===== config.mk =====
export PLATFORM = sky130hd
export DESIGN_NAME = branch_pred_tracker_flat
export DESIGN_NICKNAME = d
export VERILOG_FILES = /design/src/rtl/bp_pkg.sv /design/src/rtl/branch_pred_tracker_if.sv /design/src/rtl/bp_fifo.sv /design/src/rtl/branch_pred_tracker.sv /design/src/flat_wrapper.sv
export SDC_FILE = /design/constraint.sdc
export NUM_CORES = 1
export LEC_CHECK = 0
export ABC_CLOCK_PERIOD_IN_PS = 4600
export CORE_ASPECT_RATIO = 1.25
export CORE_UTILIZATION = 28
export DETAILED_ROUTE_END_ITERATION = 10
export PLACE_DENSITY_LB_ADDON = 0.1
export RECOVER_POWER = 50
export REMOVE_ABC_BUFFERS = 1
export SYNTH_ARGS = -nofsm -noshare
export SYNTH_HDL_FRONTEND = slang
export SYNTH_SLANG_ARGS = --single-unit
export TNS_END_PERCENT = 50

===== constraint.sdc =====
create_clock -name CLK -period 4.6 [get_ports CLK]
set_input_delay 0.46 -clock CLK [delete_from_list [all_inputs] [get_ports CLK]]
set_output_delay 0.46 -clock CLK [all_outputs]
set_load 0.05 [all_outputs]

===== src/rtl/bp_pkg.sv =====
// Shared types for the branch prediction tracker: FIFO entry layout and tracker FSM states.
package bp_pkg;
  localparam int BP_PC_W = 32;

  typedef struct packed {
    logic [BP_PC_W-1:0] pc;
    logic               pred;
  } bp_entry_t;

  typedef enum logic {RUN = 1'b0, RECOVER = 1'b1} tracker_state_t;
endpackage


===== src/rtl/branch_pred_tracker_if.sv =====
// Pipeline-side bus of the tracker: IF/ID inputs, predictor update, flush and statistics outputs.
interface branch_pred_tracker_if #(parameter int PC_W = 32, parameter int CNT_W = 16);
  logic            IF_Valid;
  logic [PC_W-1:0] IF_PC;
  logic            IF_Pred;
  logic            ID_Valid;
  logic [PC_W-1:0] ID_PC;
  logic            ID_Is_Branch;
  logic            ID_Is_Taken;
  logic [PC_W-1:0] ID_Target;
  logic             Upd_Branch;
  logic             Upd_Taken;
  logic [PC_W-1:0]  Upd_PC;
  logic             Flush;
  logic [PC_W-1:0]  Redirect_PC;
  logic             IF_Stall;
  logic             Sync_Err;
  logic [CNT_W-1:0] Br_Count;
  logic [CNT_W-1:0] Mis_Count;

  modport master (
    output IF_Valid, IF_PC, IF_Pred, ID_Valid, ID_PC, ID_Is_Branch, ID_Is_Taken, ID_Target,
    input  Upd_Branch, Upd_Taken, Upd_PC, Flush, Redirect_PC, IF_Stall, Sync_Err, Br_Count, Mis_Count
  );
  modport slave (
    input  IF_Valid, IF_PC, IF_Pred, ID_Valid, ID_PC, ID_Is_Branch, ID_Is_Taken, ID_Target,
    output Upd_Branch, Upd_Taken, Upd_PC, Flush, Redirect_PC, IF_Stall, Sync_Err, Br_Count, Mis_Count
  );
endinterface


===== src/rtl/bp_fifo.sv =====
// In-order FIFO of IF-stage predictions; clear wins over push/pop, pop on empty is a no-op.
module bp_fifo
  import bp_pkg::*;
#(
  parameter int DEPTH = 4
) (
  input  logic      CLK,
  input  logic      RESET,
  input  logic      push,
  input  logic      pop,
  input  logic      clear,
  input  bp_entry_t din,
  output bp_entry_t head,
  output logic      full,
  output logic      empty
);
  localparam int AW = $clog2(DEPTH);

  bp_entry_t     mem [DEPTH];
  logic [AW-1:0] wp, rp;
  logic [AW:0]   cnt;
  logic          do_pop, do_push;

  assign empty   = (cnt == '0);
  assign full    = (cnt == (AW+1)'(DEPTH));
  assign do_pop  = pop && !empty;
  // a full FIFO still accepts a push when the head leaves in the same cycle
  assign do_push = push && (!full || do_pop);
  assign head    = mem[rp];

  always_ff @(posedge CLK or negedge RESET) begin
    if (!RESET) begin
      wp  <= '0;
      rp  <= '0;
      cnt <= '0;
    end else if (clear) begin
      wp  <= '0;
      rp  <= '0;
      cnt <= '0;
    end else begin
      if (do_push) wp <= wp + AW'(1);
      if (do_pop)  rp <= rp + AW'(1);
      cnt <= cnt + (AW+1)'(do_push) - (AW+1)'(do_pop);
    end
  end

  always_ff @(posedge CLK) begin
    if (do_push && !clear) mem[wp] <= din;
  end
endmodule


===== src/rtl/branch_pred_tracker.sv =====
// Pairs IF predictions with ID resolutions, updates the predictor, flushes on mispredict, counts accuracy.
module branch_pred_tracker
  import bp_pkg::*;
#(
  parameter int DEPTH = 4,
  parameter int PC_W  = BP_PC_W,
  parameter int CNT_W = 16
) (
  input logic CLK,
  input logic RESET,
  branch_pred_tracker_if.slave bus
);
  tracker_state_t   state;
  bp_entry_t        head, din;
  logic             full, empty, pop, push, match, pred, mispred;
  logic             upd_branch, upd_taken, flush, sync_err;
  logic [PC_W-1:0]  upd_pc, redirect_pc;
  logic [CNT_W-1:0] br_cnt, mis_cnt;

  assign din     = '{pc: bus.IF_PC, pred: bus.IF_Pred};
  // ID retirements during RECOVER belong to the squashed path and are not popped
  assign pop     = bus.ID_Valid && (state == RUN);
  assign push    = bus.IF_Valid && (state == RUN);
  assign match   = !empty && (head.pc == bus.ID_PC);
  assign pred    = match && head.pred;
  assign mispred = pop && bus.ID_Is_Branch && (pred != bus.ID_Is_Taken);

  bp_fifo #(.DEPTH(DEPTH)) u_fifo (
    .CLK  (CLK),
    .RESET(RESET),
    .push (push),
    .pop  (pop),
    .clear(mispred),
    .din  (din),
    .head (head),
    .full (full),
    .empty(empty)
  );

  always_ff @(posedge CLK or negedge RESET) begin
    if (!RESET) begin
      state       <= RUN;
      upd_branch  <= 1'b0;
      upd_taken   <= 1'b0;
      upd_pc      <= '0;
      flush       <= 1'b0;
      redirect_pc <= '0;
      sync_err    <= 1'b0;
      br_cnt      <= '0;
      mis_cnt     <= '0;
    end else begin
      state       <= mispred ? RECOVER : RUN;
      upd_branch  <= bus.ID_Valid && bus.ID_Is_Branch;
      upd_taken   <= bus.ID_Is_Taken;
      upd_pc      <= bus.ID_PC;
      flush       <= mispred;
      redirect_pc <= !mispred ? '0 : bus.ID_Is_Taken ? bus.ID_Target : bus.ID_PC + PC_W'(4);
      sync_err    <= pop && !match;
      if (bus.ID_Valid && bus.ID_Is_Branch && br_cnt != '1) br_cnt <= br_cnt + CNT_W'(1);
      if (mispred && mis_cnt != '1) mis_cnt <= mis_cnt + CNT_W'(1);
    end
  end

  assign bus.IF_Stall    = full || (state == RECOVER);
  assign bus.Upd_Branch  = upd_branch;
  assign bus.Upd_Taken   = upd_taken;
  assign bus.Upd_PC      = upd_pc;
  assign bus.Flush       = flush;
  assign bus.Redirect_PC = redirect_pc;
  assign bus.Sync_Err    = sync_err;
  assign bus.Br_Count    = br_cnt;
  assign bus.Mis_Count   = mis_cnt;
endmodule


===== src/flat_wrapper.sv =====
// flat-port wrapper written by rule: the top's interface ports become plain ports
module branch_pred_tracker_flat import bp_pkg::*;
#(
  parameter int DEPTH = 4,
  parameter int PC_W  = BP_PC_W,
  parameter int CNT_W = 16
)
  (CLK, RESET, bus_IF_Valid, bus_IF_PC, bus_IF_Pred, bus_ID_Valid, bus_ID_PC, bus_ID_Is_Branch, bus_ID_Is_Taken, bus_ID_Target, bus_Upd_Branch, bus_Upd_Taken, bus_Upd_PC, bus_Flush, bus_Redirect_PC, bus_IF_Stall, bus_Sync_Err, bus_Br_Count, bus_Mis_Count);
  branch_pred_tracker_if #(.PC_W(PC_W), .CNT_W(CNT_W)) bus_i ();
  input logic CLK;
  input logic RESET;
  input wire logic [$bits(bus_i.IF_Valid)-1:0] bus_IF_Valid;
  input wire logic [$bits(bus_i.IF_PC)-1:0] bus_IF_PC;
  input wire logic [$bits(bus_i.IF_Pred)-1:0] bus_IF_Pred;
  input wire logic [$bits(bus_i.ID_Valid)-1:0] bus_ID_Valid;
  input wire logic [$bits(bus_i.ID_PC)-1:0] bus_ID_PC;
  input wire logic [$bits(bus_i.ID_Is_Branch)-1:0] bus_ID_Is_Branch;
  input wire logic [$bits(bus_i.ID_Is_Taken)-1:0] bus_ID_Is_Taken;
  input wire logic [$bits(bus_i.ID_Target)-1:0] bus_ID_Target;
  output wire logic [$bits(bus_i.Upd_Branch)-1:0] bus_Upd_Branch;
  output wire logic [$bits(bus_i.Upd_Taken)-1:0] bus_Upd_Taken;
  output wire logic [$bits(bus_i.Upd_PC)-1:0] bus_Upd_PC;
  output wire logic [$bits(bus_i.Flush)-1:0] bus_Flush;
  output wire logic [$bits(bus_i.Redirect_PC)-1:0] bus_Redirect_PC;
  output wire logic [$bits(bus_i.IF_Stall)-1:0] bus_IF_Stall;
  output wire logic [$bits(bus_i.Sync_Err)-1:0] bus_Sync_Err;
  output wire logic [$bits(bus_i.Br_Count)-1:0] bus_Br_Count;
  output wire logic [$bits(bus_i.Mis_Count)-1:0] bus_Mis_Count;
  assign bus_i.IF_Valid = bus_IF_Valid;
  assign bus_i.IF_PC = bus_IF_PC;
  assign bus_i.IF_Pred = bus_IF_Pred;
  assign bus_i.ID_Valid = bus_ID_Valid;
  assign bus_i.ID_PC = bus_ID_PC;
  assign bus_i.ID_Is_Branch = bus_ID_Is_Branch;
  assign bus_i.ID_Is_Taken = bus_ID_Is_Taken;
  assign bus_i.ID_Target = bus_ID_Target;
  assign bus_Upd_Branch = bus_i.Upd_Branch;
  assign bus_Upd_Taken = bus_i.Upd_Taken;
  assign bus_Upd_PC = bus_i.Upd_PC;
  assign bus_Flush = bus_i.Flush;
  assign bus_Redirect_PC = bus_i.Redirect_PC;
  assign bus_IF_Stall = bus_i.IF_Stall;
  assign bus_Sync_Err = bus_i.Sync_Err;
  assign bus_Br_Count = bus_i.Br_Count;
  assign bus_Mis_Count = bus_i.Mis_Count;
  branch_pred_tracker #(.DEPTH(DEPTH), .PC_W(PC_W), .CNT_W(CNT_W)) u_core (.CLK(CLK), .RESET(RESET), .bus(bus_i));
endmodule

# Word-level counts from Yosys, hierarchy flattened
# Memories as Yosys holds them, arrays and structs flattened.
# Cells that the tools add are included.
[classes] n_reduce_logical=22 eq_ne=5 n_addsub=7 muxes=10 bitwise=1
[op_table] cell="32-bit 2-to-1 mux" count=2
[op_table] cell="16-bit by 1-bit adder with 16-bit output, second input constant" count=2
[op_table] cell="32-bit by 3-bit adder with 32-bit output, second input constant" count=1
[op_table] cell="32-bit equality test" count=1
[op_table] cell="16-bit != test, second input constant" count=2
[op_table] cell="1-bit logical AND" count=13
[op_table] cell="2-bit 2-to-1 mux" count=4
[op_table] cell="2-bit by 1-bit adder with 2-bit output, second input constant" count=2
[op_table] cell="1-bit logical NOT" count=4
[op_table] cell="2-bit nonzero test" count=2
[op_table] cell="3-bit by 1-bit adder with 3-bit output" count=1
[op_table] cell="3-bit equality test, second input constant" count=1
[op_table] cell="3-bit logical NOT" count=1
[op_table] cell="1-bit 2-to-1 mux" count=3
[op_table] cell="3-bit 2-to-1 mux" count=1
[op_table] cell="3-bit by 1-bit subtractor with 3-bit output" count=1
[op_table] cell="1-bit logical OR" count=2
[op_table] cell="1-bit != test" count=1
[op_table] cell="1-bit NOT" count=1
[word_totals] ramBits=132 wordCells=58 input_bits=103 memories=1 reg_bits=108 output_inout_bits=101
[mem_list] name="u_core.u_fifo.mem" words=4 width=33 read_ports=1 rd_ports_with_merged_regs=0 wr=1 line="bp_fifo.sv:19" rtl="bp_entry_t mem [DEPTH];"

# Longest topological paths before layout
# Gate-level depths: netlist of the first run.
[logic_depth] ltp_word=10 depth_mapped=14 depth_no_buf=10

# Cells and area by module
# Synthesis of the first run repeated with hierarchy kept, for this count alone.
[hier_totals] hier_cells=675 hier_area_um2=10109.7
[modules_own_cells] module="bp_fifo" n_inst=1 seq_area_each_um2=4139.0 cells_each=218 area_each_um2=5256.3
[modules_own_cells] module="branch_pred_tracker" n_inst=1 seq_area_each_um2=2502.4 cells_each=457 area_each_um2=4853.4

# Worst setup path after synthesis of the first run
# OpenSTA, ideal clock, no wires.
[synth_timing] path_kind="register to register" start="register u_core.u_fifo.rp[0]" end="memory u_core.u_fifo.mem[0][0] (netlist bit), enable pin" t_required_ns=4.207 stages_incl_launch_ff=12 period_less_slack_ns=3.885 setup_time_ns=0.393 path_slack_ns=0.715 arrival_time_ns=3.492 n_path_buf=3 cell_sequence="dfrtp_1 -> buf_6 -> mux4_2 -> a21oi_2 -> o221ai_1 -> a2111oi_1 -> o2111ai_1 -> nor3_2 -> mux2i_1 -> buf_6 -> buf_2 -> and3_1"
[synth_via] elab_chain_len=10
[synth_lines] item="start: declaration" line="bp_fifo.sv:20" rtl="logic [AW-1:0] wp, rp;"
[synth_lines] item="start signal: assignment" line="bp_fifo.sv:42" rtl="if (do_pop) rp <= rp + AW'(1);"
[synth_lines] item="memory read 4 x 33 bit *"
[synth_lines] item="32-bit equality test" line="branch_pred_tracker.sv:24" rtl="assign match = !empty && (head.pc == bus.ID_PC);"
[synth_lines] item="1-bit logical AND" line="branch_pred_tracker.sv:24"
[synth_lines] item="1-bit logical AND *" line="branch_pred_tracker.sv:25" rtl="assign pred = match && head.pred;"
[synth_lines] item="1-bit != test *" line="branch_pred_tracker.sv:26" rtl="assign mispred = pop && bus.ID_Is_Branch && (pred != bus.ID_Is_Taken);"
[synth_lines] item="1-bit logical AND *" line="branch_pred_tracker.sv:26"
[synth_lines] item="1-bit logical NOT *"
[synth_lines] item="1-bit logical AND *" line="bp_fifo.sv:48" rtl="if (do_push && !clear) mem[wp] <= din;"
[synth_lines] item="1-bit 2-to-1 mux *" line="bp_fifo.sv:48"
[synth_lines] item="1-bit 2-to-1 mux (implied by the code) *" line="bp_fifo.sv:48"
[synth_lines] item="end: declaration" line="bp_fifo.sv:19"
# Mark *: on every way between the ends. The rest lies on a longest branch, timed or not.

# Final worst setup path of the first run
[layout_timing] start="register u_core.u_fifo.rp[1]" end="register u_core.mis_cnt[1] (netlist: u_core.bus.Mis_Count[1])"
[layout_via] elab_chain_len=7
[layout_lines] item="memory read 4 x 33 bit *"
[layout_lines] item="32-bit equality test" line="branch_pred_tracker.sv:24"
[layout_lines] item="1-bit logical AND" line="branch_pred_tracker.sv:24"
[layout_lines] item="1-bit logical AND *" line="branch_pred_tracker.sv:25"
[layout_lines] item="1-bit != test *" line="branch_pred_tracker.sv:26"
[layout_lines] item="1-bit logical AND *" line="branch_pred_tracker.sv:26"
[layout_lines] item="1-bit logical AND *" line="branch_pred_tracker.sv:60" rtl="if (mispred && mis_cnt != '1) mis_cnt <= mis_cnt + CNT_W'(1);"
[layout_lines] item="end signal: assignment" line="branch_pred_tracker.sv:60"
[layout_lines] item="end: declaration" line="branch_pred_tracker.sv:18" rtl="logic [CNT_W-1:0] br_cnt, mis_cnt;"
# Marked as above.
# A chain may end at the register's enable or synchronous reset.

==> flow_summary.json, run 1 <==
{
  "outcome": "complete, but fails checks",
  "violations": "max-capacitance violations, max-slew violations",
  "ios": 204,
  "die_area_um2": 36490,
  "num_vias": 6440,
  "die_h_um": 213.3,
  "whs_path_depth": 1,
  "cts-root-buf": "clkbuf_16",
  "worstSkewPairLatency_ns": 0.54,
  "ys_ff_latch": 239,
  "fmax_ghz": 0.2476,
  "wl_um": 28120,
  "synthFlopType": "edfxtp_1",
  "dr.first_iter.drc_count": 326,
  "whs_ns": 0.4884,
  "tritoncts": "done",
  "vdd_drop_max_uv": 258.8,
  "synth_most_common_cell": "edfxtp_1",
  "fin_nets": 1062,
  "slew_headroom_pct": -91.93,
  "skew_ns": 0.01553,
  "coreArea_um2": 35260,
  "setup_tns_ns": 0,
  "path_clk_slew_ns": 0.06,
  "cp-end-kind": "register",
  "grt_usage_pct": 15.70,
  "clock-sinks": 239,
  "drv_cap": 3,
  "reg2reg_from": "u_core.u_fifo.rp[1]",
  "worst_r2r_path_depth": 11,
  "cts_resized": 0,
  "postCtsHoldBufs": 1,
  "place.gp.congestion": 0.7928,
  "die_w_um": 171.1,
  "synth_commonest_cells": "132 x edfxtp_1, 107 x dfrtp_1, 86 x nor2_1",
  "antenna_left": 0,
  "synth_area_leaders": "edfxtp_1 40%, dfrtp_1 27%, mux2i_1 4.4%",
  "p_leak_nw": 5.056,
  "tightestPinTransition_ns": 2.879,
  "r2r_setup_slack_ns": 0.56,
  "drc": 0,
  "hp-start": "u_core.bus.Br_Count[11]",
  "criticalPathCategory": "register to register",
  "yosysTopAreaCell": "edfxtp_1",
  "wl_per_cell_um": 19.46,
  "drtPass1Iterations": 4,
  "place_hpwl_um": 20470,
  "critical_path_peak_fanout": 23,
  "clk_path_buf_depth": 3,
  "via_per_inst": 4.457,
  "slew_violations": 118,
  "io_buffers": 203,
  "worstReg2RegEnd": "u_core.bus.Mis_Count[1]",
  "start_util_pct": 28.37,
  "synth_cell_types": 52,
  "overflow": 0,
  "synthDominantCellAreaShare_pct": 39.62,
  "syn_inst": 723,
  "cp.arrival_ns": 4.46,
  "rsz0062_at_grt": "false",
  "grt_max_degree": 61,
  "synthesis.area_um2": 10000,
  "post-route-min-period_ns": 4.039,
  "drive_gt1_share_pct": 7.835,
  "required_ns": 5.02,
  "post_cts_buffers": 0,
  "p_per_area_nw_per_um2": 484.7,
  "syn_area_per_cell_um2": 13.84,
  "setup_violations": 0,
  "cts_buffers": 26,
  "ys_seq_area_share_pct": 66.39,
  "holdCritPathClass": "register to register",
  "cp-start-kind": "register",
  "syn_to_final_growth_pct": 35.28,
  "min_period_over_period_pct": 87.80,
  "rows": 77,
  "hold_viol_final": 0,
  "grt_pass1_vias": 6711,
  "worstHoldEndpoint": "u_core.bus.Br_Count[11]",
  "synth_async_sr_flop_share_pct": 44.77,
  "ctsHtreeMaxLevel": 1,
  "synth-edff-count": 132,
  "yosysWarnings": 0,
  "antenna_found_initial": 2,
  "power.total_mw": 6.559,
  "grt_pass1_wl_um": 42170
}
-- per-stage QoR --
step                      utilization (%)  area (µm²)  cells  setup WS [ns]
final                               38.38       13530   1445         0.5611
after global routing                38.38       13530   1445         0.3570
after CTS                           38.49       13570   1444         0.5359
after detailed placement            36.14       12740   1395         0.5185
after global placement              36.14       12740   1395         0.5761
after floorplan                         -        9856    694         -1.888
-- report_power, final --
part           internal (mW)  switching [mW]  total (mW)  leakage, nW
logic                  0.754            1.07        1.83         2.08
registers               2.57           0.155        2.72         2.57
clock network           1.18           0.834        2.01        0.401
-- sequential cells by signal (all words and copies together), names as in the netlist --
name / count
u_core.bus.Mis_Count: 16
u_core.u_fifo.wp: 2
u_core.bus.Sync_Err: 1
u_core.bus.Flush: 1
u_core.u_fifo.mem: 132
u_core.bus.Upd_PC: 32
u_core.bus.Upd_Branch: 1
u_core.u_fifo.cnt: 3
u_core.bus.Br_Count: 16
u_core.bus.Redirect_PC: 32
u_core.u_fifo.rp: 2
u_core.bus.Upd_Taken: 1
-- logic make-up (layout without fill, tap and decap cells) --
logic type	Yosys count	in the layout	share of synthesized area, %
xor gates and xnor gates	80	80	7.004
AOI/OAI and AO/OA	65	65	4.265
and+or+nand+nor	224	224	10.68
other	0	1	0
DFF	239	239	66.39
muxes	63	63	8.455
buffers and inverters	43	290	2.001
adders and majority gates	9	9	1.201
-- cell type report --
| cell class | instances | area [µm²] |
|---|---|---|
| Tap cell | 474 | 593.1 |
| Sequential cell | 239 | 6643 |
| Antenna cell | 1 | 2.502 |
| Inverter | 14 | 52.55 |
| Clock inverter | 15 | 120.1 |
| Clock buffer | 33 | 698.2 |
| Timing Repair Buffer | 228 | 2250 |
| Fill cell | 3417 | 21730 |
| Multi-Input combinational cell | 441 | 3174 |
-- cell usage in the layout (no fill, tap or decap), types with 8 or more instances in the layout --
cell / instances
clkdlybuf4s50_1: 135
inv_1: 14
and2_1: 11
nor3_1: 14
nand3_1: 29
mux4_2: 17
a21oi_1: 28
mux2i_1: 43
buf_4: 8
dfrtp_1: 106
and3_1: 14
ha_1: 8
dlygate4sd3_1: 67
nand4_1: 14
nor2_1: 86
nand2_1: 38
clkbuf_16: 27
edfxtp_1: 132
xor2_1: 30
xnor2_1: 50
clkbuf_1: 16
-- critical path, stage by stage, from the launching register on --
cell       delay (ns)
dfrtp_2          0.55
buf_12           0.24
buf_4            0.23
mux2i_1          0.24
xnor2_1          0.10
a2111oi_0        0.69
o221ai_1         0.27
nor3_2           0.43
mux2i_4          0.37
inv_1            0.26
nand2_1          0.18
mux2_2           0.34
-- per-layer routing --
| layer | up-vias | part of all wire, % | global-route usage, % |
|---|---|---|---|
| li1 | 3074 | - | - |
| met1 | 3136 | 44 | 20.41 |
| met2 | 192 | 49 | 26.44 |
| met3 | 38 | 4.9 | 2.484 |
| met4 | 0 | 2.3 | 5.480 |
| met5 | - | 0 | 0 |
-- how the worst max path moves through the flow --
stage,start,to,slack [ns],cells after the start
6_report,u_core.u_fifo.rp[1],u_core.bus.Mis_Count[1],0.56,11
3_3_place_gp,bus_ID_PC[11],u_core.bus.Mis_Count[1],0.58,10
4_1_cts,u_core.u_fifo.rp[1],u_core.bus.Mis_Count[1],0.54,11
2_1_floorplan,u_core.u_fifo.rp[1],u_core.u_fifo.mem[0][0],-1.89,8
3_5_place_dp,bus_ID_PC[11],u_core.bus.Mis_Count[1],0.52,10
5_1_grt,u_core.u_fifo.rp[1],u_core.bus.Mis_Count[1],0.36,12
Power figures use the tool's default switching activity.
==> inputs of run 2 (changes only) <==
--- a/config.mk
+++ b/config.mk
@@ -10,7 +10,6 @@
 export CORE_UTILIZATION = 28
 export DETAILED_ROUTE_END_ITERATION = 10
 export PLACE_DENSITY_LB_ADDON = 0.1
-export RECOVER_POWER = 50
 export REMOVE_ABC_BUFFERS = 1
 export SYNTH_ARGS = -nofsm -noshare
 export SYNTH_HDL_FRONTEND = slang
==> run 2 against run 1 <==
The flow now finishes without violations. Highest routed layer unchanged. First-iteration DRC count shrank 2.5%. Worst setup slack better by 0.0046 ns. Final cell count stayed put. Combinational power hardly changed. Cell area is 0.30% higher. Sequential share of layout area fell by 0.14 points. Clock-buffer cell count unchanged. Clock power about the same. Clock skew rose by 0.00052 ns. Sequential cell count is the same. Wire length barely moved. Die area is the same. Critical path type unchanged.
==> flow_summary.json, run 2 (synthesis results as in run 1) <==
{
  "place.gp.congestion": 0.7928,
  "pre_cts_ws_ns": 0.5185,
  "num_vias": 6421,
  "slew_headroom_pct": 40.09,
  "p_sw_share_pct": 31.37,
  "place_hpwl_um": 20470,
  "drc": 0,
  "cts_resized": 0,
  "layout_setup_ws_ns": 0.5657,
  "grt_max_degree": 61,
  "coreArea_um2": 35260,
  "path_clk_slew_ns": 0.06,
  "outcome": "finished, final reports clean",
  "cp-end-kind": "register",
  "postLayoutCellArea_um2": 13570,
  "wl_per_cell_um": 19.45,
  "hold_viol_final": 0,
  "p_leak_nw": 5.074,
  "reg2reg_from": "u_core.u_fifo.rp[1]",
  "required_ns": 5.02,
  "power.total_mw": 6.576,
  "combPwrFrac_pct": 28.0,
  "grt_pass1_vias": 6711,
  "grt_usage_pct": 15.70,
  "min_period_over_period_pct": 87.70,
  "p_per_area_nw_per_um2": 484.5,
  "worstReg2RegEnd": "u_core.bus.Mis_Count[1]",
  "clock-sinks": 239,
  "grt_pass1_wl_um": 42170,
  "post-route-min-period_ns": 4.034,
  "rsz0062_at_grt": "false",
  "criticalPathCategory": "register to register",
  "regMostFlops": "u_core.u_fifo.mem",
  "cp-start-kind": "register",
  "worst_r2r_path_depth": 11,
  "antenna_left": 0,
  "dr.first_iter.drc_count": 318,
  "vdd_drop_max_uv": 259.0,
  "drv_cap": 0,
  "p_int_mw": 4.513,
  "fill_cells": 3406,
  "r2r_setup_slack_ns": 0.57,
  "cts_buffers": 26,
  "via_per_inst": 4.444,
  "ctsHtreeMaxLevel": 1,
  "p_switching_mw": 2.063,
  "dpl_cell_area_um2": 12740,
  "seqPwrFrac_pct": 41.4,
  "cts-root-buf": "clkbuf_16",
  "die_area_um2": 36490,
  "die_w_um": 171.1,
  "rows": 77,
  "die_h_um": 213.3,
  "drive_gt1_share_pct": 8.866,
  "final_common_cell": "clkdlybuf4s50_1",
  "antenna_found_initial": 2,
  "cp.arrival_ns": 4.46,
  "whs_ns": 0.3845,
  "final_cell_mix": "201 x clkdlybuf4s50_1, 132 x edfxtp_1, 106 x dfrtp_1, 86 x nor2_1, 50 x xnor2_1",
  "clockPowerShare_pct": 30.7,
  "syn_to_final_growth_pct": 35.68,
  "utilization_pct": 38.49,
  "io_buffers": 203,
  "skew_ns": 0.01605,
  "tightestPinTransition_ns": 0.8967,
  "tritoncts": "done",
  "overflow": 0,
  "ios": 204,
  "holdCritPathClass": "primary input to asynchronous set/reset pin",
  "fin_nets": 1062,
  "clk_path_buf_depth": 3,
  "start_util_pct": 28.37,
  "wl_um": 28100,
  "largest_reg_flops": 132,
  "setup_violations": 0,
  "critical_path_peak_fanout": 23,
  "fmax_ghz": 0.2479,
  "drtPass1Iterations": 4,
  "slew_violations": 0,
  "worstSkewPairLatency_ns": 0.54
}
-- run 2: cell type report --
| class | count | area, µm² | share of cell area [%] |
|---|---|---|---|
| flip-flops and latches | 239 | 6643 | 48.94 |
| multi-input cells | 441 | 3174 | 23.39 |
| repair buffers | 228 | 2290 | 16.87 |
| clock buffers | 33 | 698.2 | 5.144 |
| well taps | 474 | 593.1 | 4.369 |
| clock inverters | 15 | 120.1 | 0.8850 |
| inverters | 14 | 52.55 | 0.3872 |
| diodes | 1 | 2.502 | 0.01844 |
-- run 2: critical path, stage by stage, from the launching register on --
cell,delay [ns]
dfrtp_2,0.55
buf_12,0.24
buf_4,0.23
mux2i_1,0.24
xnor2_1,0.10
a2111oi_0,0.69
o221ai_1,0.27
nor3_2,0.43
mux2i_4,0.37
inv_1,0.26
nand2_1,0.18
mux2_2,0.34
-- run 2: per-layer routing --
| layer | share of wire, % | global-route usage, % | up-vias |
|---|---|---|---|
| li1 | - | - | 3073 |
| met1 | 44 | 20.41 | 3112 |
| met2 | 49 | 26.44 | 196 |
| met3 | 4.7 | 2.484 | 40 |
| met4 | 2.5 | 5.480 | 0 |
| met5 | 0 | 0 | - |
-- run 2: worst max-delay path by stage --
stage,from,endpoint,cells past startpoint
3_5_place_dp,bus_ID_PC[11],u_core.bus.Mis_Count[1],10
6_report,u_core.u_fifo.rp[1],u_core.bus.Mis_Count[1],11
4_1_cts,u_core.u_fifo.rp[1],u_core.bus.Mis_Count[1],11
3_3_place_gp,bus_ID_PC[11],u_core.bus.Mis_Count[1],10
2_1_floorplan,u_core.u_fifo.rp[1],u_core.u_fifo.mem[0][0],8
5_1_grt,u_core.u_fifo.rp[1],u_core.bus.Mis_Count[1],12
-- run 2: through the flow --
step / setup TNS [ns] / instances
global placement: 0 / 1395
CTS: 0 / 1444
floorplan: -299.41 / 694
global route: 0 / 1445
detailed placement: 0 / 1395
finish: 0 / 1445
-- run 2: what timing repair did --
action | CTS | global route
buffers inserted | 0 | 0
hold buffers | 1 | 0
setup endpoints to repair | 0 | 0
endpoints found under the hold margin | 25 | 0
-- run 2: power groups by stage --
stage | registers [mW] | clock network (mW) | logic [mW]
final | 2.72 | 2.02 | 1.84
after global routing | 2.76 | 2.16 | 1.98
after CTS | 2.73 | 2.09 | 1.88
after detailed placement | 2.77 | 0 | 1.87
after global placement | 2.76 | 0 | 1.88
after floorplan | 3.07 | 0 | 0.811
==> inputs of run 3 (changes only) <==
--- a/config.mk
+++ b/config.mk
@@ -7,10 +7,11 @@
 export LEC_CHECK = 0
 export ABC_CLOCK_PERIOD_IN_PS = 4600
 export CORE_ASPECT_RATIO = 1.25
-export CORE_UTILIZATION = 28
+export CORE_UTILIZATION = 35
 export DETAILED_ROUTE_END_ITERATION = 10
 export PLACE_DENSITY_LB_ADDON = 0.1
 export REMOVE_ABC_BUFFERS = 1
+export SLEW_MARGIN = 10
 export SYNTH_ARGS = -nofsm -noshare
 export SYNTH_HDL_FRONTEND = slang
 export SYNTH_SLANG_ARGS = --single-unit
==> run 3 against run 2 <==
Clock skew increased by 0.0042 ns. Clock-buffer cell count increased by 2. Hold slack got worse by 0.35 ns. Power increased by 0.24%. Sequential share of layout area increased by 0.57 points. Register-to-register slack about the same. Critical path depth unchanged. Final cell count decreased by 8.9%. Fmax increased by 0.34%. Sequential power about the same. First-iteration DRC count decreased by 12%. Clock power about the same. Critical endpoint unchanged.
==> flow_summary.json, run 3 (synthesis results as in run 1) <==
{
  "outcome": "finished, final reports clean",
  "postCtsHoldBufs": 0,
  "place.gp.congestion": 0.8183,
  "grt_pass1_wl_um": 40080,
  "num_vias": 6392,
  "drc": 0,
  "coreArea_um2": 27820,
  "fin_nets": 1059,
  "antenna_found_initial": 1,
  "utilization_pct": 48.22,
  "via_per_inst": 4.853,
  "r2r_setup_slack_ns": 0.58,
  "final_cell_mix": "201 x clkdlybuf4s50_1, 132 x edfxtp_1, 106 x dfrtp_1, 86 x nor2_1, 50 x xnor2_1",
  "diodes": 0,
  "cp-start-kind": "register",
  "grt_max_degree": 70,
  "path_clk_slew_ns": 0.06,
  "wl_um": 26090,
  "antenna_left": 0,
  "slew_violations": 0,
  "post-route-min-period_ns": 4.021,
  "rsz0062_at_grt": "false",
  "grt_usage_pct": 18.13,
  "final_common_cell": "clkdlybuf4s50_1",
  "die_h_um": 191.0,
  "slew_headroom_pct": 31.22,
  "rows": 68,
  "reg2reg_from": "u_core.u_fifo.rp[0]",
  "post_cts_buffers": 0,
  "tightestPinTransition_ns": 1.029,
  "seqPwrFrac_pct": 41.2,
  "dr.first_iter.drc_count": 281,
  "cp.arrival_ns": 4.42,
  "io_buffers": 203,
  "worst_r2r_path_depth": 11,
  "required_ns": 5.00,
  "grt_pass1_vias": 6593,
  "dpl_cell_area_um2": 12570,
  "cp-end-kind": "register",
  "syn_to_final_growth_pct": 34.12,
  "largest_reg_flops": 132,
  "ctsHtreeMaxLevel": 1,
  "die_area_um2": 29270,
  "p_leak_nw": 5.074,
  "clk_path_buf_depth": 3,
  "worstSkewPairLatency_ns": 0.53,
  "drive_gt1_share_pct": 9.204,
  "drtPass1Iterations": 4,
  "combPwrFrac_pct": 28.0,
  "place_hpwl_um": 18780,
  "fmax_ghz": 0.2487,
  "regMostFlops": "u_core.u_fifo.mem",
  "cts_buffers": 26,
  "tritoncts": "done",
  "p_int_mw": 4.536,
  "cts-root-buf": "clkbuf_16",
  "criticalPathCategory": "register to register",
  "clockPowerShare_pct": 30.8,
  "overflow": 0,
  "die_w_um": 153.2,
  "wl_per_cell_um": 19.81,
  "postLayoutCellArea_um2": 13420,
  "cts_resized": 0,
  "p_switching_mw": 2.056,
  "skew_ns": 0.02024,
  "clock-sinks": 239,
  "drv_cap": 0,
  "critical_path_peak_fanout": 27,
  "worstReg2RegEnd": "u_core.bus.Mis_Count[1]",
  "hold_viol_final": 0,
  "start_util_pct": 35.96,
  "vdd_drop_max_uv": 243.1,
  "p_per_area_nw_per_um2": 491.3,
  "setup_violations": 0,
  "fill_cells": 2491,
  "ios": 204,
  "p_sw_share_pct": 31.19,
  "min_period_over_period_pct": 87.40,
  "holdCritPathClass": "primary input to asynchronous set/reset pin"
}
==> run 3: worst max path at each step <==
stage	to	from	depth (start not counted)	slack (ns)
after floorplan	u_core.u_fifo.mem[0][0]	u_core.u_fifo.rp[1]	8	-1.89
after global placement	u_core.bus.Mis_Count[1]	bus_ID_PC[10]	11	0.59
after detailed placement	u_core.bus.Mis_Count[1]	bus_ID_PC[10]	10	0.45
after CTS	u_core.bus.Mis_Count[1]	u_core.u_fifo.rp[1]	11	0.56
after global routing	u_core.bus.Mis_Count[1]	u_core.u_fifo.rp[1]	11	0.38
final	u_core.bus.Mis_Count[1]	u_core.u_fifo.rp[0]	11	0.58
==> run 3: worst max-delay path, cell delays in order (launching register included) <==
cell,delay [ns]
dfrtp_1,0.41
buf_12,0.18
inv_1,0.29
mux2_2,0.38
a22o_1,0.22
a311oi_1,0.40
o2111ai_1,0.26
nor3_2,0.45
mux2i_4,0.45
inv_1,0.31
nand2_1,0.19
mux2_2,0.35
==> run 3: power groups by stage <==
stage          combinational, mW  clock, mW  sequential [mW]
3_3_place_gp                1.87          0             2.75
3_5_place_dp                1.86          0             2.76
4_1_cts                     1.87       2.09             2.72
5_1_grt                     1.98       2.18             2.75
6_report                    1.85       2.03             2.71
2_1_floorplan              0.811          0             3.07
==> run 3: final cells by class <==
cell class                 instances  area, µm²  share of cell area, %
timing repair buffer             225       2265                  16.88
inverter                          14      52.55                 0.3917
clock inverter                    13      97.59                 0.7274
sequential                       239       6643                  49.51
multi-input combinational        441       3174                  23.66
tap                              350      437.9                  3.264
clock buffer                      35      747.0                  5.567
==> run 3: per-layer routing <==
metal	GRT usage, %	vias up	wire, µm
met5	0	-	0
met4	5.012	0	567
met3	3.151	49	1364
met2	30.86	202	12630
met1	23.76	3071	11530
li1	-	3070	-
==> run 3: per-stage QoR <==
step                      worst slack [ns]  total power [mW]  setup TNS [ns]  hold WS [ns]  instances
after global routing                0.3773             6.907               0        0.1058       1317
after detailed placement            0.4534             4.619               0        0.4909       1269
final                               0.5794             6.592               0       0.03845       1317
after floorplan                     -1.888             3.880         -299.41        0.1644        694
after CTS                           0.5564             6.674               0       0.07195       1317
after global placement              0.5898             4.620               0        0.4801       1269
==> RTL change 1, RTL diff (config.mk and constraints of run 3) <==
Make the reset (`RESET`) synchronous in 2 clocked blocks.
--- a/src/rtl/bp_fifo.sv
+++ b/src/rtl/bp_fifo.sv
@@ -28,7 +28,7 @@
   assign do_push = push && (!full || do_pop);
   assign head    = mem[rp];
 
-  always_ff @(posedge CLK or negedge RESET) begin
+  always_ff @(posedge CLK) begin
     if (!RESET) begin
       wp  <= '0;
       rp  <= '0;
--- a/src/rtl/branch_pred_tracker.sv
+++ b/src/rtl/branch_pred_tracker.sv
@@ -37,7 +37,7 @@
     .empty(empty)
   );
 
-  always_ff @(posedge CLK or negedge RESET) begin
+  always_ff @(posedge CLK) begin
     if (!RESET) begin
       state       <= RUN;
       upd_branch  <= 1'b0;
Check against the original RTL: differs if RESET is asserted again (counterexample within 4 cycles, from zero or initial values and one cycle with RESET low); with RESET held inactive, the same outputs for 4 cycles.
==> RTL change 1 against run 3 <==
Sequential cell count rose by 2. Synthesized area rose by 0.23%. Routed wire length rose by 3.0%. Sequential power fell by 8.9%. Setup slack improved by 22 ps. Power fell by 18%. Cell area fell by 0.45%. Fmax rose by 0.54%. Synthesized cell count rose by 9.4%. First-iteration DRC count rose by 30%. Critical endpoint is now u_core.u_fifo.mem[3][12].
==> RTL change 1: results (changes against run 3) <==
stage,metric,value,unit,change
setup_path,R2R setup slack,600,ps,+20 ps
final_layout,Largest register FFs,132,,unchanged
logic_synthesis,Post-synth EDFFs,132,,unchanged
place,Post-DP HPWL,19700,um,+4.7%
global_route,pin count of the biggest net entering global routing,52,,-26%
flow_run,max cap viols,0,,unchanged
global_route,global-route usage over all layers,18.4,%,+0.26 points
route,initial drt markers,366,,+30%
clocking,cts repair resizes,0,,unchanged
setup_path,R2R cell count,9,,-2
min_path,Worst Hold Class,reg -> reg,,
final_layout,layout net count,1121,,+5.9%
status,outcome,completed,,
logic_synthesis,Yosys warning total,0,,unchanged
logic_synthesis,post-synth cell types,54,,+3.8%
sta,Layout Skew,9.74,ps,-10.5 ps
route,drt via density,4.92,,+1.4%
clocking,Clock Pin Slew Worst Setup and Hold Paths,70,ps,
global_route,number of global-route vias before repair,6779,,+2.8%
logic_synthesis,most frequent cells after synthesis,"edfxtp_1, dfxtp_1, nor2_1",,
global_route,initial antenna violation count,0,,-1
power,maximum vdd ir drop,0.000325,V,+34%
route,first drt pass iteration count,4,,unchanged
power,P_leak,4.68,nW,-7.7%
final_layout,# diodes,0,,unchanged
final_layout,Filler cells,2525,,+1.4%
place,port bufs,203,,unchanged
setup_path,Startpoint Class,register,,
place,Final GP Congestion,0.786,,-4.0%
clocking,CTS H-Tree Depth,1,,unchanged
logic_synthesis,"top cells by area, synth","edfxtp_1, dfxtp_1, mux2i_1",,
power,internal power,3.99,mW,-12%
clocking,TritonCTS Buffers,25,,-3.8%
final_layout,share of cells above drive strength 1,9.25,%,+0.047 points
clocking,Max Root-Sink Buffers,3,,unchanged
route,routed len/inst,19.5,um,-1.5%
global_route,global-route wire length before repair,40500,um,+1.1%
sta,Slew headroom,43.0,%,+12 points
setup_path,critical path peak fanout,26,,-3.7%
final_layout,Reg with most FFs,u_core.u_fifo.mem,,
logic_synthesis,"Seq/Total Area, Yosys",61.3,%,-5.1 points
setup_path,Worst Setup EP,u_core.u_fifo.mem[3][12],,
clocking,post-CTS setup repair buffer count,0,,unchanged
clocking,clk_lat worst skew,520,ps,
clocking,Root Driver,clkbuf_16,,
logic_synthesis,asr flop ratio synth,0,%,-45 points
-- RTL change 1: area by class of cell --
class                      instances  area, um^2  share of cell area (%)
multi-input combinational        496        3630                    27.1
clock inverter                    20         193                    1.44
clock buffer                      25         626                    4.68
timing repair buffer             224        2250                    16.8
sequential                       241        6150                    46.0
tap                              350         438                    3.28
inverter                          21        78.8                   0.590
-- RTL change 1: critical path, cell delays in order, from the launching register on --
cell and delay, ps:
dfxtp_2 760, buf_4 330, mux4_1 590, xnor2_1 150
o21ai_0 90, or4_4 450, nor4_4 350, mux2i_1 400
and3_1 310, buf_12 230
-- RTL change 1: per-layer routing --
layer | GRT usage (%) | part of all wire, % | wire length [um] | vias up
met5 | 0 | 0 | 0 | -
met4 | 5.19 | 2.1 | 571 | 0
met3 | 2.90 | 5.4 | 1450 | 37
met2 | 32.8 | 50 | 13500 | 202
met1 | 22.9 | 42 | 11400 | 3250
li1 | - | - | - | 3285
-- RTL change 1: per-stage QoR --
| stage | area [um^2] | util [%] | hold WS [ps] | worst slack [ps] | instances |
|---|---|---|---|---|---|
| 6_report | 13400 | 47.9 | 505 | 601 | 1377 |
| 2_1_floorplan | 9850 | - | 485 | -562 | 758 |
| 3_5_place_dp | 12500 | 44.9 | 490 | 555 | 1332 |
| 3_3_place_gp | 12500 | 44.9 | 476 | 565 | 1332 |
| 5_1_grt | 13400 | 47.9 | 509 | 297 | 1377 |
| 4_1_cts | 13400 | 47.9 | 495 | 524 | 1377 |
-- RTL change 1: worst min-delay path by stage --
stage / from / end / slack, ps / depth (start not counted)
final: u_core.bus.Mis_Count[10] / u_core.bus.Mis_Count[10] / 510 / 2
after global routing: bus_ID_Target[29] / u_core.bus.Redirect_PC[29] / 510 / 3
after CTS: bus_ID_Target[29] / u_core.bus.Redirect_PC[29] / 490 / 3
after detailed placement: u_core.bus.Mis_Count[10] / u_core.bus.Mis_Count[10] / 490 / 2
after global placement: u_core.bus.Mis_Count[8] / u_core.bus.Mis_Count[8] / 480 / 2
after floorplan: u_core.u_fifo.rp[1] / register / 480 / 2
-- RTL change 1: cell families after synthesis --
| kind of cell | count (synthesis) | share of synthesized area, % |
|---|---|---|
| mux | 72 | 10.5 |
| buf+inv | 54 | 2.53 |
| compound gates | 65 | 4.49 |
| simple gates | 277 | 13.6 |
| flops | 241 | 61.3 |
| fa+ha+maj | 9 | 1.20 |
| xor+xnor | 73 | 6.38 |
-- RTL change 1: power groups by stage --
| stage | Sequential [mW] | Combinational (mW) | Clock, mW |
|---|---|---|---|
| floorplan | 2.60 | 0.468 | 0 |
| global placement | 2.52 | 0.936 | 0 |
| detailed placement | 2.53 | 0.938 | 0 |
| CTS | 2.48 | 0.942 | 2.09 |
| global route | 2.49 | 1.00 | 2.17 |
| finish | 2.47 | 0.927 | 2.02 |
==> RTL change 2, RTL diff (flow settings as in run 3) <==
Without the edit above. `CNT_W` is set to 16 in 3 places; all go to 12.
--- a/src/rtl/branch_pred_tracker_if.sv
+++ b/src/rtl/branch_pred_tracker_if.sv
@@ -1,5 +1,5 @@
 // Pipeline-side bus of the tracker: IF/ID inputs, predictor update, flush and statistics outputs.
-interface branch_pred_tracker_if #(parameter int PC_W = 32, parameter int CNT_W = 16);
+interface branch_pred_tracker_if #(parameter int PC_W = 32, parameter int CNT_W = 12);
   logic            IF_Valid;
   logic [PC_W-1:0] IF_PC;
   logic            IF_Pred;
--- a/src/rtl/branch_pred_tracker.sv
+++ b/src/rtl/branch_pred_tracker.sv
@@ -4,7 +4,7 @@
 #(
   parameter int DEPTH = 4,
   parameter int PC_W  = BP_PC_W,
-  parameter int CNT_W = 16
+  parameter int CNT_W = 12
 ) (
   input logic CLK,
   input logic RESET,
--- a/src/flat_wrapper.sv
+++ b/src/flat_wrapper.sv
@@ -3,7 +3,7 @@
 #(
   parameter int DEPTH = 4,
   parameter int PC_W  = BP_PC_W,
-  parameter int CNT_W = 16
+  parameter int CNT_W = 12
 )
   (CLK, RESET, bus_IF_Valid, bus_IF_PC, bus_IF_Pred, bus_ID_Valid, bus_ID_PC, bus_ID_Is_Branch, bus_ID_Is_Taken, bus_ID_Target, bus_Upd_Branch, bus_Upd_Taken, bus_Upd_PC, bus_Flush, bus_Redirect_PC, bus_IF_Stall, bus_Sync_Err, bus_Br_Count, bus_Mis_Count);
   branch_pred_tracker_if #(.PC_W(PC_W), .CNT_W(CNT_W)) bus_i ();
Ports: changed (resized bus_Br_Count and bus_Mis_Count); port bits go from 204 to 196. The function was not compared with the original's and may differ.
==> RTL change 2 against run 3 <==
Worst hold slack improved by 21 ps. Cell area fell by 3.8%. Sequential cell count shrank 8. Sequential share of layout area up 0.43 points. Synthesized area decreased by 3.9%. Critical path depth shrank 2. Non-clock buffer count fell by 16. Setup slack better by 100 ps. Routed wire length is 6.2% lower. Power is 1.9% lower. Critical path type unchanged. Largest cell class unchanged. Highest routed layer unchanged.
==> RTL change 2: results (changes against run 3) <==
stage,metric,value,unit,change
status,outcome,completed,,
sta,Slew headroom,36.3,%,+5.0 points
place,placed instance area,12000,um^2,-4.2%
global_route,global-route usage over all layers,17.7,%,-0.43 points
global_route,initial antenna violation count,0,,-1
logic_synthesis,syn_area_per_cell,14.9,um^2,+7.3%
final_layout,share of cells above drive strength 1,12.0,%,+2.8 points
power,maximum vdd ir drop,0.000248,V,+2.1%
place,placed insts,1180,,-7.0%
route,Post-Route WL,24500,um,-6.2%
logic_synthesis,most frequent cells after synthesis,"edfxtp_1, dfrtp_1, nor2_1",,
route,initial drt markers,234,,-17%
route,drt via density,4.94,,+1.7%
setup_path,CP arrival,4120,ps,-300 ps
setup_path,critical path peak fanout,33,,+22%
setup_path,CP top delay family,simple AND/OR/NAND/NOR gates,,
clocking,TritonCTS Buffers,25,,-3.8%
global_route,GR Layer Usage met2,31.1,%,+0.23 points
final_layout,layout net count,974,,-8.0%
logic_synthesis,asr flop ratio synth,42.9,%,-1.9 points
final_layout,register area,6440,um^2,-3.0%
power,P_leak,4.82,nW,-4.9%
sta,Layout Skew,14.6,ps,-5.68 ps
route,routed len/inst,20.0,um,+0.79%
logic_synthesis,"Seq/Total Area, Yosys",67.0,%,+0.64 points
RTL change 2: cell count changes after synthesis, moves of 9 or more:
cell / run 3 / this run
and2_1: 11 / 2
mux2i_1: 44 / 22
mux4_2: 17 / 28
nand2_1: 38 / 26
nand3_1: 29 / 18
nor2_1: 86 / 76
RTL change 2: final timing paths:
path	end	slack (ps)	cells after the start
worst max-delay path	u_core.u_fifo.mem[3][14]	680	9
worst min-delay path	u_core.bus.Br_Count[9]	60	1
worst max register to register	u_core.u_fifo.mem[3][14]	680	9
worst min register to register	u_core.bus.Br_Count[11]	510	1
max in group asynchronous	u_core.bus.Upd_PC[13]	3540	2
min in group CLK	u_core.bus.Upd_Taken	300	1
RTL change 2: logic make-up (layout without fill, tap and decap cells):
kind of cell,after synthesis,in the layout,synth area share (%)
adders and majority gates,9,9,1.25
and+or+nand+nor,186,186,9.75
muxes,57,57,9.83
DFF,231,231,67.0
buffers and inverters,37,271,1.90
xor gates and xnor gates,76,76,6.93
AOI/OAI and AO/OA,51,51,3.31
RTL change 2: layout make-up:
class | instances | area share, %
clock buffer | 33 | 5.39
clock inverter | 13 | 1.25
inverter | 16 | 0.465
multi-input combinational | 379 | 23.2
sequential | 231 | 49.9
tap | 345 | 3.35
timing repair buffer | 209 | 16.4
RTL change 2: where the power goes:
part / internal, mW / leakage, nW / switching, mW
clock network: 1.24 / 0.416 / 0.810
registers: 2.50 / 2.46 / 0.197
logic: 0.794 / 1.95 / 0.930
total: 4.53 / 4.82 / 1.94
RTL change 2: routing by layer:
metal / part of all wire (%) / vias up
met2: 51 / 202
met5: 0 / -
met1: 42 / 3018
met4: 1.8 / 0
li1: - / 2800
met3: 5.6 / 34
